### src/rtl/timer_array_pkg.sv
// Shared definitions for the compare-timer array: config field codes,
// ctrl bit positions and the position of the timer slice in the CPU
// interrupt map.
package timer_array_pkg;

  // Configuration field selector carried on cfg_field.
  typedef enum logic [1:0] {
    TMR_FIELD_COMPARE = 2'd0,
    TMR_FIELD_PERIOD  = 2'd1,
    TMR_FIELD_CTRL    = 2'd2,
    TMR_FIELD_COUNT   = 2'd3
  } tmr_field_e;

  // Bit positions inside a ctrl write.
  localparam int TMR_CTRL_ENABLE   = 0;
  localparam int TMR_CTRL_PERIODIC = 1;
  localparam int TMR_CTRL_CLR_OVR  = 2;

  // First int_req bit driven by this block inside the CPU interrupt map.
  localparam int INT_TIMER_BASE = 2;

endpackage

### src/rtl/timer_channel.sv
// One compare channel: compare/period/ctrl registers plus the pending
// interrupt and sticky overrun flags. Matching is evaluated against the
// counter value being loaded at this edge, so the request rises together
// with the counter reaching the compare value.
module timer_channel
  import timer_array_pkg::*;
#(
  parameter int WIDTH = 32
) (
  input  logic             clk,
  input  logic             rst,
  input  logic [WIDTH-1:0] count_nxt,
  input  logic             count_chg,
  input  logic             wr_compare,
  input  logic             wr_period,
  input  logic             wr_ctrl,
  input  logic [WIDTH-1:0] cfg_wdata,
  input  logic             int_ack,
  output logic             int_req,
  output logic             overrun
);

  logic [WIDTH-1:0] compare_q, compare_d;
  logic [WIDTH-1:0] period_q, period_d;
  logic             enable_q, enable_d;
  logic             periodic_q, periodic_d;
  logic             pending_q, pending_d;
  logic             overrun_q, overrun_d;
  logic             match;

  // A match needs the counter to have actually moved onto the compare value.
  assign match = enable_q && count_chg && (count_nxt == compare_q);

  // Next-state: match effects first, then config writes override registers.
  always_comb begin
    compare_d  = compare_q;
    period_d   = period_q;
    enable_d   = enable_q;
    periodic_d = periodic_q;
    pending_d  = pending_q;
    overrun_d  = overrun_q;

    if (int_ack) begin
      pending_d = 1'b0;
    end

    if (match) begin
      // Match beats a same-cycle ack; an ack in that cycle also hides the
      // overrun because software has just serviced the previous event.
      pending_d = 1'b1;
      if (pending_q && !int_ack) begin
        overrun_d = 1'b1;
      end
      if (periodic_q) begin
        compare_d = compare_q + period_q;
      end else begin
        enable_d = 1'b0;
      end
    end

    if (wr_compare) begin
      compare_d = cfg_wdata;
    end
    if (wr_period) begin
      period_d = cfg_wdata;
    end
    if (wr_ctrl) begin
      enable_d   = cfg_wdata[TMR_CTRL_ENABLE];
      periodic_d = cfg_wdata[TMR_CTRL_PERIODIC];
      if (cfg_wdata[TMR_CTRL_CLR_OVR]) begin
        overrun_d = 1'b0;
      end
    end
  end

  // Channel state registers.
  always_ff @(posedge clk or posedge rst) begin
    if (rst) begin
      compare_q  <= '0;
      period_q   <= '0;
      enable_q   <= 1'b0;
      periodic_q <= 1'b0;
      pending_q  <= 1'b0;
      overrun_q  <= 1'b0;
    end else begin
      compare_q  <= compare_d;
      period_q   <= period_d;
      enable_q   <= enable_d;
      periodic_q <= periodic_d;
      pending_q  <= pending_d;
      overrun_q  <= overrun_d;
    end
  end

  assign int_req = pending_q;
  assign overrun = overrun_q;

endmodule

### src/rtl/timer_array.sv
// Free-running prescaled counter shared by NUM_CH compare channels.
// The top keeps the prescaler, the counter and the config write decode;
// each channel owns its own compare state and interrupt flags.
module timer_array
  import timer_array_pkg::*;
#(
  parameter int NUM_CH   = 4,
  parameter int WIDTH    = 32,
  parameter int PS_WIDTH = 8,
  parameter int CH_BITS  = 2
) (
  input  logic                clk,
  input  logic                rst,
  input  logic [PS_WIDTH-1:0] prescale,
  input  logic                cfg_we,
  input  logic [CH_BITS-1:0]  cfg_ch,
  input  logic [1:0]          cfg_field,
  input  logic [WIDTH-1:0]    cfg_wdata,
  output logic [WIDTH-1:0]    count,
  output logic [NUM_CH-1:0]   int_req,
  input  logic [NUM_CH-1:0]   int_ack,
  output logic [NUM_CH-1:0]   overrun
);

  logic [PS_WIDTH-1:0] ps_cnt_q, ps_cnt_d;
  logic [WIDTH-1:0]    count_q, count_d;
  logic                tick;
  logic                count_wr;
  logic                count_chg;
  tmr_field_e          field;

  assign field    = tmr_field_e'(cfg_field);
  // >= rather than == so lowering prescale mid-run ticks right away.
  assign tick     = (ps_cnt_q >= prescale);
  assign count_wr = cfg_we && (field == TMR_FIELD_COUNT);

  // Counter and prescaler next-state; a count write also restarts the prescaler.
  always_comb begin
    count_d  = count_q;
    ps_cnt_d = ps_cnt_q + PS_WIDTH'(1);
    if (count_wr) begin
      count_d  = cfg_wdata;
      ps_cnt_d = '0;
    end else if (tick) begin
      count_d  = count_q + WIDTH'(1);
      ps_cnt_d = '0;
    end
  end

  assign count_chg = (count_d != count_q);

  // Counter and prescaler registers.
  always_ff @(posedge clk or posedge rst) begin
    if (rst) begin
      count_q  <= '0;
      ps_cnt_q <= '0;
    end else begin
      count_q  <= count_d;
      ps_cnt_q <= ps_cnt_d;
    end
  end

  assign count = count_q;

  genvar gi;
  generate
    for (gi = 0; gi < NUM_CH; gi++) begin : g_ch
      logic sel;
      assign sel = cfg_we && (cfg_ch == CH_BITS'(gi));

      timer_channel #(
        .WIDTH (WIDTH)
      ) u_ch (
        .clk        (clk),
        .rst        (rst),
        .count_nxt  (count_d),
        .count_chg  (count_chg),
        .wr_compare (sel && (field == TMR_FIELD_COMPARE)),
        .wr_period  (sel && (field == TMR_FIELD_PERIOD)),
        .wr_ctrl    (sel && (field == TMR_FIELD_CTRL)),
        .cfg_wdata  (cfg_wdata),
        .int_ack    (int_ack[gi]),
        .int_req    (int_req[gi]),
        .overrun    (overrun[gi])
      );
    end
  endgenerate

endmodule

### config.mk
export PLATFORM = sky130hd
export DESIGN_NAME = timer_array
export DESIGN_NICKNAME = d
export VERILOG_FILES = /design/src/rtl/timer_array_pkg.sv /design/src/rtl/timer_channel.sv /design/src/rtl/timer_array.sv
export SDC_FILE = /design/constraint.sdc
export NUM_CORES = 1
export LEC_CHECK = 0
export CAP_MARGIN = 20
export CORE_ASPECT_RATIO = 1.1
export CORE_MARGIN = 5
export CORE_UTILIZATION = 35
export CTS_CLUSTER_SIZE = 14
export DETAILED_ROUTE_END_ITERATION = 8
export GPL_TIMING_DRIVEN = 0
export HOLD_SLACK_MARGIN = 0.15
export PLACE_DENSITY = 0.55
export SETUP_SLACK_MARGIN = 0.5
export SLEW_MARGIN = 5
export SYNTH_ARGS = -nofsm -noshare
export SYNTH_HDL_FRONTEND = slang
export SYNTH_SLANG_ARGS = --single-unit
export TNS_END_PERCENT = 20
### constraint.sdc
create_clock -name clk -period 16.83 [get_ports clk]
set_clock_uncertainty 0.05 [all_clocks]
set_input_delay 3.366 -clock clk [delete_from_list [all_inputs] [get_ports clk]]
set_output_delay 3.366 -clock clk [all_outputs]
set_load 0.02 [all_outputs]
==> impl_metrics.ini <==
[status]
status = finished, final reports clean

[sta]
min_period_ps = 10140
worst_slew_pin_slew_ps = 1280
final.setup.worst_slack_ps = 6690
timing.final.hold_violations = 0
whs_ps = 447
slew_headroom_pct = 14.4
fmax_ghz = 0.0986
finalCritPeriodShare_pct = 60.3
maxSlewViolCount = 0
setup_tns_ps = 0
setup_viol = 0
rsz0062_at_grt = false

[clock_network]
clock_sinks = 312
hold_buffers = 0
cts-buffers-inserted = 42
post_cts_buffers = 0
cts_root_buf = clkbuf_16
cts_buffer_depth = 3
cts_tree = done
htreeDepth = 2
clk_pin_slew_ps = 60
cts_resized = 0
clk_latency_ps = 590

[critical_path]
cp_data_required_time_ps = 17210
crit_path_start_kind = input pin
slowest_delay_ps = 980
critPathTopFamily = buffers and inverters
cp_slowest_cell = clkbuf_1
cp_max_fo = 10
cp_num_buf_inv = 7
cp-end-kind = flop
worstPathArrival_ps = 10530
cpMostUsedCell = clkbuf_1
path_class = input pin to flop
path_cells = clkdlybuf4s50_1 -> and3_1 -> clkbuf_1 -> buf_2 -> buf_1 -> clkbuf_1 -> clkbuf_1 -> o2111ai_1 -> nor4_1 -> nand3_1 -> buf_2 -> mux2i_1 -> a21oi_1

[final_layout]
final_cells = 3974
finalNetCount = 3182
area_growth_syn_to_layout_pct = 15.2
drive_gt1_share_pct = 10.9

[detailed_routing]
ant_nets = 0
drt_first_pass_iters = 6
drt_iter0_drc = 2659
wl_mm = 130
vias_per_cell = 6.13
wl_per_cell_um = 32.7
drc_errors = 0
vias = 24400

[grt]
grt_overflow = 0
grt_pass1_wl_mm = 182
grt_pass1_vias = 23500
grt_max_degree = 111
antenna_found_initial = 4
grt_usage_pct = 32.6

[floorplan]
start_util_pct = 35.2
ios = 91
die_w_um = 266
dieHeight_um = 291
die-area_um2 = 77400
core-area_um2 = 71500
rows = 103

[synth]
synthTopCellsByArea = dfrtp_1, xnor2_1, ha_1
synth-seq-cells = 312
synth-seq-area-share_pct = 31.0
synth_cells = 2846
synth_nets = 3035
synthFlopType = dfrtp_1
syn_area_per_cell_um2 = 8.84
synth_top_area_share_pct = 31.0
synth.distinct_cells = 90
yosysTopAreaCell = dfrtp_1
netlist_area_um2 = 25200
synth_edf_count = 0
synth_async_sr_flop_share_pct = 100
yosysWarningCount = 0

[pwr]
pwr-share-seq_pct = 29.1
power.density_nw_per_um2 = 141
p_sw_mw = 1.78
power_frac_comb_pct = 48.2
vdd_drop_max_v = 0.0000985
leakagePower_nw = 12.5
p_int_mw = 2.30
p_sw_share_pct = 43.6
clockPowerShare_pct = 22.7

[place]
port_buffers = 75
hpwlAfterDp_mm = 98.1
place.gp.congestion = 1.11
placed_cells = 3893
dp_slack_ps = 6640

[hold_path]
min_path_type = flop to flop

[flow_run]
maxCapViolCount = 0
-- synthesized netlist by cell type (all sizes together) (16+ instances only) --
cell and n:
nor3 52, xor2 123, a21oi 227, nor2b 33, o21a 29, buf 70
mux2i 120, a211oi 22, o31ai 22, nand2 170, ha 134, mux2 130
o21ai 145, a31oi 26, clkbuf 120, nand3 65, nor2 248, or3 25
xnor2 195, nand2b 35, inv 85, nand4 57, and2 16, dfrtp 312
nor4 36, and3 35, a21o 44
-- worst min-delay path, stage by stage (launching register included) --
cell     delay [ps]
dfrtp_1         350
nand2_1          50
o21ai_0          60
-- layout by cell type (no fill, tap or decap), types with 35 or more instances in the layout --
| master | n |
|---|---|
| dfrtp_1 | 312 |
| nor2_1 | 246 |
| a21oi_1 | 227 |
| xnor2_1 | 195 |
| nand2_1 | 170 |
| ha_1 | 134 |
| o21ai_0 | 133 |
| mux2_2 | 130 |
| xor2_1 | 123 |
| clkbuf_1 | 121 |
| mux2i_1 | 120 |
| inv_1 | 84 |
| clkdlybuf4s50_1 | 75 |
| nand3_1 | 63 |
| nand4_1 | 55 |
| nor3_1 | 49 |
| clkbuf_16 | 45 |
| a21o_1 | 44 |
| buf_2 | 38 |
| nor4_1 | 36 |
| and3_1 | 35 |
| nand2b_1 | 35 |
-- final timing paths --
check	cells past startpoint	to	start	slack, ps
setup / recovery	13	g_ch[1].u_ch.compare_q[10]	cfg_we	6690
hold / removal	2	g_ch[0].u_ch.period_q[9]	g_ch[0].u_ch.period_q[9]	450
setup reg to reg	14	g_ch[1].u_ch.compare_q[10]	count[0]	9750
hold reg to reg	2	g_ch[0].u_ch.period_q[9]	g_ch[0].u_ch.period_q[9]	450
max in group asynchronous	3	g_ch[3].u_ch.period_q[25]	rst	12270
min in group asynchronous	2	g_ch[2].u_ch.compare_q[20]	rst	3280
-- metrics by stage --
step | instance area (um^2) | power, mW | util (%)
floorplan | 25200 | 2.46 | -
CTS | 29000 | 4.05 | 40.5
global placement | 27100 | 3.09 | 37.9
global route | 29000 | 4.31 | 40.5
finish | 29000 | 4.08 | 40.5
detailed placement | 27600 | 3.10 | 38.5
-- area by class of cell --
class / count / area, um^2
Clock inverter: 8 / 93.8
Fill cell: 7354 / 42500
Tap cell: 945 / 1180
Timing Repair Buffer: 103 / 1170
Clock buffer: 65 / 1300
Antenna cell: 7 / 17.5
Buffer: 190 / 846
Multi-Input combinational cell: 2259 / 16200
Sequential cell: 312 / 7810
Inverter: 85 / 327
-- flip-flops by register name, indices dropped and copies added, names as in the netlist --
register              cells
ps_cnt_q                  8
g_ch.u_ch.compare_q     128
g_ch.u_ch.overrun         4
g_ch.u_ch.periodic_q      4
g_ch.u_ch.enable_q        4
g_ch.u_ch.period_q      128
g_ch.u_ch.int_req         4
count                    32
-- kinds of logic (layout without fill, tap and decap cells) --
kind of cell | count (synthesis) | after routing | synth area share, %
compound gates | 714 | 714 | 18.6
xor+xnor | 326 | 326 | 11.8
fa+ha+maj | 138 | 138 | 6.98
buf+inv | 275 | 451 | 4.58
flops | 312 | 312 | 31.0
mux | 250 | 250 | 10.6
other cells | 0 | 7 | 0
simple gates | 831 | 831 | 16.5
-- power groups by stage --
stage                     clock (mW)  sequential [mW]  combinational [mW]
final                          0.927             1.19                1.97
after global placement             0             1.19                1.90
after floorplan                    0             1.08                1.38
after detailed placement           0             1.19                1.91
after global routing           0.976             1.20                2.13
after CTS                      0.946             1.18                1.92
-- routing by layer --
metal | wire (um) | share of wire, % | track usage [%]
met5 | 0 | 0 | 0
met4 | 9140 | 7.0 | 19.2
met3 | 12200 | 9.4 | 8.03
met2 | 54400 | 42 | 47.2
met1 | 54400 | 42 | 44.1
Note: power is estimated with default switching activity, not from simulation.
